[config.mk]
export PLATFORM = sky130hd
export DESIGN_NAME = intt8_core
export DESIGN_NICKNAME = d
export VERILOG_FILES = /design/src/rtl/intt8_core.sv
export SDC_FILE = /design/constraint.sdc
export NUM_CORES = 1
export LEC_CHECK = 0
export BUFFER_PORTS_ARGS = -buffer_cell sky130_fd_sc_hd__buf_2
export CAP_MARGIN = 20
export CORE_MARGIN = 2
export CORE_UTILIZATION = 45
export CTS_CLUSTER_DIAMETER = 80
export DETAILED_ROUTE_END_ITERATION = 8
export GPL_ROUTABILITY_DRIVEN = 0
export PLACE_DENSITY = 0.7
export SLEW_MARGIN = 25
export SYNTH_ARGS = -nofsm -noshare
export SYNTH_HDL_FRONTEND = slang
export SYNTH_SLANG_ARGS = --single-unit
[constraint.sdc]
create_clock -name clk -period 28.7 [get_ports clk]
set_input_delay 2.87 -clock clk [delete_from_list [all_inputs] [get_ports clk]]
set_output_delay 2.87 -clock clk [all_outputs]
set_load 0.02 [all_outputs]
[src/rtl/intt8_core.sv]
// Sequential 8-point inverse NTT over Z_MOD using a single multiply-accumulate.
// Loads 8 coefficients, runs 64 MAC cycles, then streams 8 scaled results out.
module intt8_core #(
  parameter int unsigned MOD   = 17,
  parameter int unsigned IROOT = 2,
  parameter int unsigned NINV  = 15,
  parameter int unsigned DW    = 8
) (
  input  logic          clk,
  input  logic          rst_n,
  input  logic          in_valid,
  output logic          in_ready,
  input  logic [DW-1:0] in_data,
  output logic          out_valid,
  input  logic          out_ready,
  output logic [DW-1:0] out_data,
  output logic          out_last,
  output logic          busy
);

  localparam int unsigned N  = 8;
  localparam int unsigned PW = 2 * DW;
  localparam logic [PW-1:0] MODW  = PW'(MOD);
  localparam logic [PW-1:0] NINVW = PW'(NINV);

  typedef enum logic [1:0] {
    ST_LOAD    = 2'd0,
    ST_COMPUTE = 2'd1,
    ST_OUT     = 2'd2
  } state_t;

  state_t        state;
  logic [2:0]    icnt;
  logic [2:0]    ci;
  logic [2:0]    cj;
  logic [2:0]    ocnt;
  logic [DW-1:0] acc;
  logic [DW-1:0] x_mem [N];
  logic [DW-1:0] y_mem [N];
  logic [DW-1:0] itw   [N];

  logic [2:0]    k;
  logic [PW-1:0] prod;
  logic [PW-1:0] term;
  logic [PW-1:0] acc_sel;
  logic [PW-1:0] sum;
  logic [PW-1:0] scaled;

  // IROOT^e mod MOD, evaluated on constants only
  function automatic logic [DW-1:0] pow_mod(input int unsigned e);
    int unsigned p;
    p = 1;
    for (int unsigned n = 0; n < e; n++) begin
      p = (p * IROOT) % MOD;
    end
    return DW'(p);
  endfunction

  // Twiddle ROM: itw[k] = IROOT^k mod MOD
  for (genvar g = 0; g < N; g++) begin : g_rom
    assign itw[g] = pow_mod(g);
  end

  // MAC datapath: reduced term, running sum and final NINV scaling
  always_comb begin
    k       = ci * cj;
    prod    = PW'(x_mem[ci]) * PW'(itw[k]);
    term    = prod % MODW;
    acc_sel = (ci == 3'd0) ? '0 : PW'(acc);
    sum     = (acc_sel + term) % MODW;
    scaled  = (sum * NINVW) % MODW;
  end

  // Control FSM, storage and registered handshake outputs
  always_ff @(posedge clk or negedge rst_n) begin
    if (!rst_n) begin
      state     <= ST_LOAD;
      icnt      <= '0;
      ci        <= '0;
      cj        <= '0;
      ocnt      <= '0;
      acc       <= '0;
      in_ready  <= 1'b1;
      out_valid <= 1'b0;
      out_data  <= '0;
      out_last  <= 1'b0;
      busy      <= 1'b0;
      for (int n = 0; n < N; n++) begin
        x_mem[n] <= '0;
        y_mem[n] <= '0;
      end
    end else begin
      case (state)
        ST_LOAD: begin
          if (in_valid && in_ready) begin
            x_mem[icnt] <= DW'(32'(in_data) % MOD);
            if (icnt == 3'd7) begin
              icnt     <= '0;
              state    <= ST_COMPUTE;
              in_ready <= 1'b0;
              busy     <= 1'b1;
            end else begin
              icnt <= 3'(icnt + 3'd1);
            end
          end
        end
        ST_COMPUTE: begin
          acc <= DW'(sum);
          if (ci == 3'd7) begin
            y_mem[cj] <= DW'(scaled);
            ci        <= '0;
            if (cj == 3'd7) begin
              cj        <= '0;
              state     <= ST_OUT;
              out_valid <= 1'b1;
              out_data  <= y_mem[0];
              out_last  <= 1'b0;
            end else begin
              cj <= 3'(cj + 3'd1);
            end
          end else begin
            ci <= 3'(ci + 3'd1);
          end
        end
        ST_OUT: begin
          if (out_valid && out_ready) begin
            if (ocnt == 3'd7) begin
              ocnt      <= '0;
              state     <= ST_LOAD;
              out_valid <= 1'b0;
              out_last  <= 1'b0;
              in_ready  <= 1'b1;
              busy      <= 1'b0;
            end else begin
              ocnt     <= 3'(ocnt + 3'd1);
              out_data <= y_mem[3'(ocnt + 3'd1)];
              out_last <= (ocnt == 3'd6);
            end
          end
        end
        default: begin
          state <= ST_LOAD;
        end
      endcase
    end
  end

endmodule
==> results_dict.tcl <==
set metrics [dict create \
    htreeDepth 4 \
    grt_pass1_wl_um 68450 \
    ys_types 129 \
    routedWlPerCell_um 16.90 \
    switching_share_pct 24.50 \
    critPathLaunchType "register" \
    cp_common_cell "ha_1" \
    grt_max_degree 91 \
    period_share_pct 94.83 \
    setup_violations 0 \
    path_class "reg -> reg" \
    max_slew_margin_pct 35.24 \
    layout_setup_ws_ns 1.484 \
    synth_nets 2039 \
    clk_latency_ns 0.43 \
    min_path_type "reg -> reg" \
    multi_input_area_um2 12600 \
    synth_ff_type "dfrtp_1" \
    dieArea_um2 38630 \
    initial_core_util_pct 45.68 \
    finClkSkew_ns 0.01132 \
    core_region_area_um2 36520 \
    netlist_top_cells_area "dfrtp_1 24%, ha_1 6.3%, mux2_2 5.7%, nand2_1 4.9%, fa_1 4.7%" \
    cts_tree "yes" \
    grt_overflow 0 \
    leakage_nw 8.409 \
    fill_cells 3262 \
    cp_data_required_time_ns 29.04 \
    wl_met3_um 1799 \
    die_y_um 196.5 \
    postRouteAntennaNets 0 \
    pwr-share-seq_pct 46.6 \
    critical_path.max_stage_delay_ns 0.52 \
    cpMaxStageDelayCell "fa_1" \
    yosys.area.top_type "dfrtp_1" \
    crit_path_end_kind "register" \
    ys_ff_latch 162 \
    max_cap_viol_count 0 \
    power.density_nw_per_um2 25.79 \
    finalHoldViolations 0 \
    clockBufferDepth 2 \
    grt_pass1_vias 14260 \
    run_status "finished, final reports clean" \
    drt_iter0_drc 1156 \
    routed.top_layer "met4" \
    root_buffer "clkbuf_16" \
    p_sw_mw 0.1199 \
    drv_slew 0 \
    die_x_um 196.5 \
    yosysTopAreaCellShare_pct 24.15 \
    hold_buffers 0 \
    cp.arrival_ns 27.56 \
    fin_util_pct 51.97 \
    drive_gt1_share_pct 22.52 \
    yosysSeqAreaShare_pct 24.31 \
    synth-edff-count 0 \
    placed_area_um2 17410 \
    nets 2098 \
    num_rows 70 \
    path_clk_slew_ns 0.07 \
    post-route-drc-count 0 \
    avgSynthCellArea_um2 8.762 \
    clock_power_share_pct 46.6 \
    worst_slew_pin_slew_ns 0.9678 \
    num_antenna_cells 0 \
    synthCells 1904 \
    seq_area_um2 4055 \
    async_reset_ff_share_pct 100.0 \
    grt.total_usage_pct 21.21 \
    pwr-share-comb_pct 6.7 \
    wirelength_um 41300 \
    p_int_mw 0.3696 \
    cts_num_sinks 162 \
    area_growth_pct 13.78 \
    period_needed_ns 27.22 \
    ir_worst_vdd_mv 0.03223 \
    whs_ns 0.4766 \
    wl_met1_um 18340 \
    met2_wirelength_um 20260 \
    place_ws_ns -0.5599 \
    dp_hpwl_um 30300 \
    cp_max_fo 10 \
    ios 24 \
    yosysWarningCount 0 \
    first_pass_iters 5 \
    setup-tns-final_ns 0 \
    numPortBuffers 23 \
    grt_antenna_before_repair 0 \
    vias_per_cell 6.003 \
    dr_total_vias 14670 \
    fmax_mhz 36.74 \
    cts_buffers 17 \
    final_area_um2 18980 \
    synthesis.area_um2 16680 \
]
worst paths after layout:
path                        startpoint          end  slack, ns  cells after the start
setup / recovery                 cj[1]    y_mem[25]       1.48                    133
hold / removal             out_data[2]  out_data[2]       0.48                      2
setup reg to reg                 cj[1]    y_mem[25]       1.48                    133
hold reg to reg            out_data[2]  out_data[2]       0.48                      2
max in group asynchronous        rst_n      ocnt[2]      24.76                      2
min in group asynchronous        rst_n    x_mem[13]       2.50                      1
cell families (layout without fill, tap and decap cells):
logic type	count (synthesis)	after routing	share of synthesized area, %
mux	162	162	12.90
flops	162	162	24.31
compound gates	503	503	21.83
simple gates	667	667	19.78
xor+xnor	105	105	5.805
buf+inv	178	250	4.155
fa+ha+maj	127	127	11.22
sequential cells by signal (all words and copies together) (netlist names):
signal	cells
x_mem	64
y_mem	64
acc	8
out_data	8
ci	3
cj	3
icnt	3
ocnt	3
state	2
busy	1
in_ready	1
out_last	1
out_valid	1
per-stage QoR:
stage          instances  power [mW]
2_1_floorplan       1904      0.2535
5_1_grt             2444      0.5065
3_5_place_dp        2372      0.2659
6_report            2444      0.4895
4_1_cts             2410      0.4918
3_3_place_gp        2372      0.2649
layer usage:
layer  up-vias  global-route usage (%)
li1       7086                       -
met1      7099                   27.80
met2       405                   36.76
met3        82                   2.344
met4         0                   6.790
met5         -                       0
synthesized netlist by cell type (6+ instances only):
master and number:
nand4_1 24, dfrtp_1 161, nor3b_1 7, or2_2 9, nand3b_1 6, mux2_2 84
xnor2_1 73, o22ai_1 11, o21bai_1 19, a211oi_1 27, mux2i_1 41, nor2b_1 15
clkbuf_1 42, fa_1 39, a31oi_1 14, nor4_1 11, buf_2 8, inv_1 119
nand2b_1 17, o21ai_0 91, nand2_1 216, o211ai_1 22, o31ai_1 8, a21o_1 19
mux4_2 32, nor3_1 48, a31o_2 6, and3_1 21, o21ai_1 54, o21a_1 16
and4_1 7, or3_1 16, and2_1 27, xor2_1 27, a211o_1 8, a21oi_1 91
ha_1 84, nor2_1 149, nand3_1 54
cells in the final DEF (no fill, tap or decap), drive strengths merged, types with 9 or more instances in the layout:
cell type,n
mux2,88
or2,15
nand3,56
a21o,20
a211o,9
a211oi,31
nand2,217
o21ai,149
a2111oi,9
o22ai,12
ha,84
and3,21
mux2i,42
a21oi,93
o21bai,21
nand4,24
o211ai,26
o21a,16
fa,39
nor3,52
nand2b,17
nor3b,9
a21boi,10
xor2,29
inv,124
clkbuf,19
nor2b,15
xnor2,76
and2,29
or3,18
nor4,12
o31ai,11
dfrtp,161
nor2,153
a31oi,16
mux4,32
buf,99
power groups by stage:
stage / Clock (mW) / Sequential, mW / Combinational, mW
after floorplan: 0 / 0.233 / 0.0209
after global routing: 0.241 / 0.228 / 0.0377
after global placement: 0 / 0.233 / 0.0323
after detailed placement: 0 / 0.233 / 0.0333
final: 0.228 / 0.228 / 0.0330
after CTS: 0.230 / 0.228 / 0.0335
final cells by class:
class                   count  share of cell area, %
clock buffers              19                  2.334
well taps                 468                  3.085
repair buffers             99                  3.705
clock inverters            13                 0.7844
multi-input cells        1564                  66.37
flip-flops and latches    162                  21.36
inverters                 119                  2.353
critical path, delay by kind of cell, from the launching register on:
| family | cells | cell delay [ns] |
|---|---|---|
| xor gates and xnor gates | 10 | 1.75 |
| and+or+nand+nor | 40 | 6.26 |
| muxes | 1 | 0.37 |
| adders and majority gates | 16 | 5.08 |
| buffers and inverters | 16 | 1.83 |
| DFF | 1 | 0.42 |
| AOI/OAI and AO/OA | 50 | 11.39 |
timing repair:
action	in CTS	in global routing
cloned	0	0
pin swaps	3	39
setup buffers	6	34
resized for setup	20	121
endpoints found under the setup margin	64	64
No activity file was read; power rests on OpenSTA's default activity.
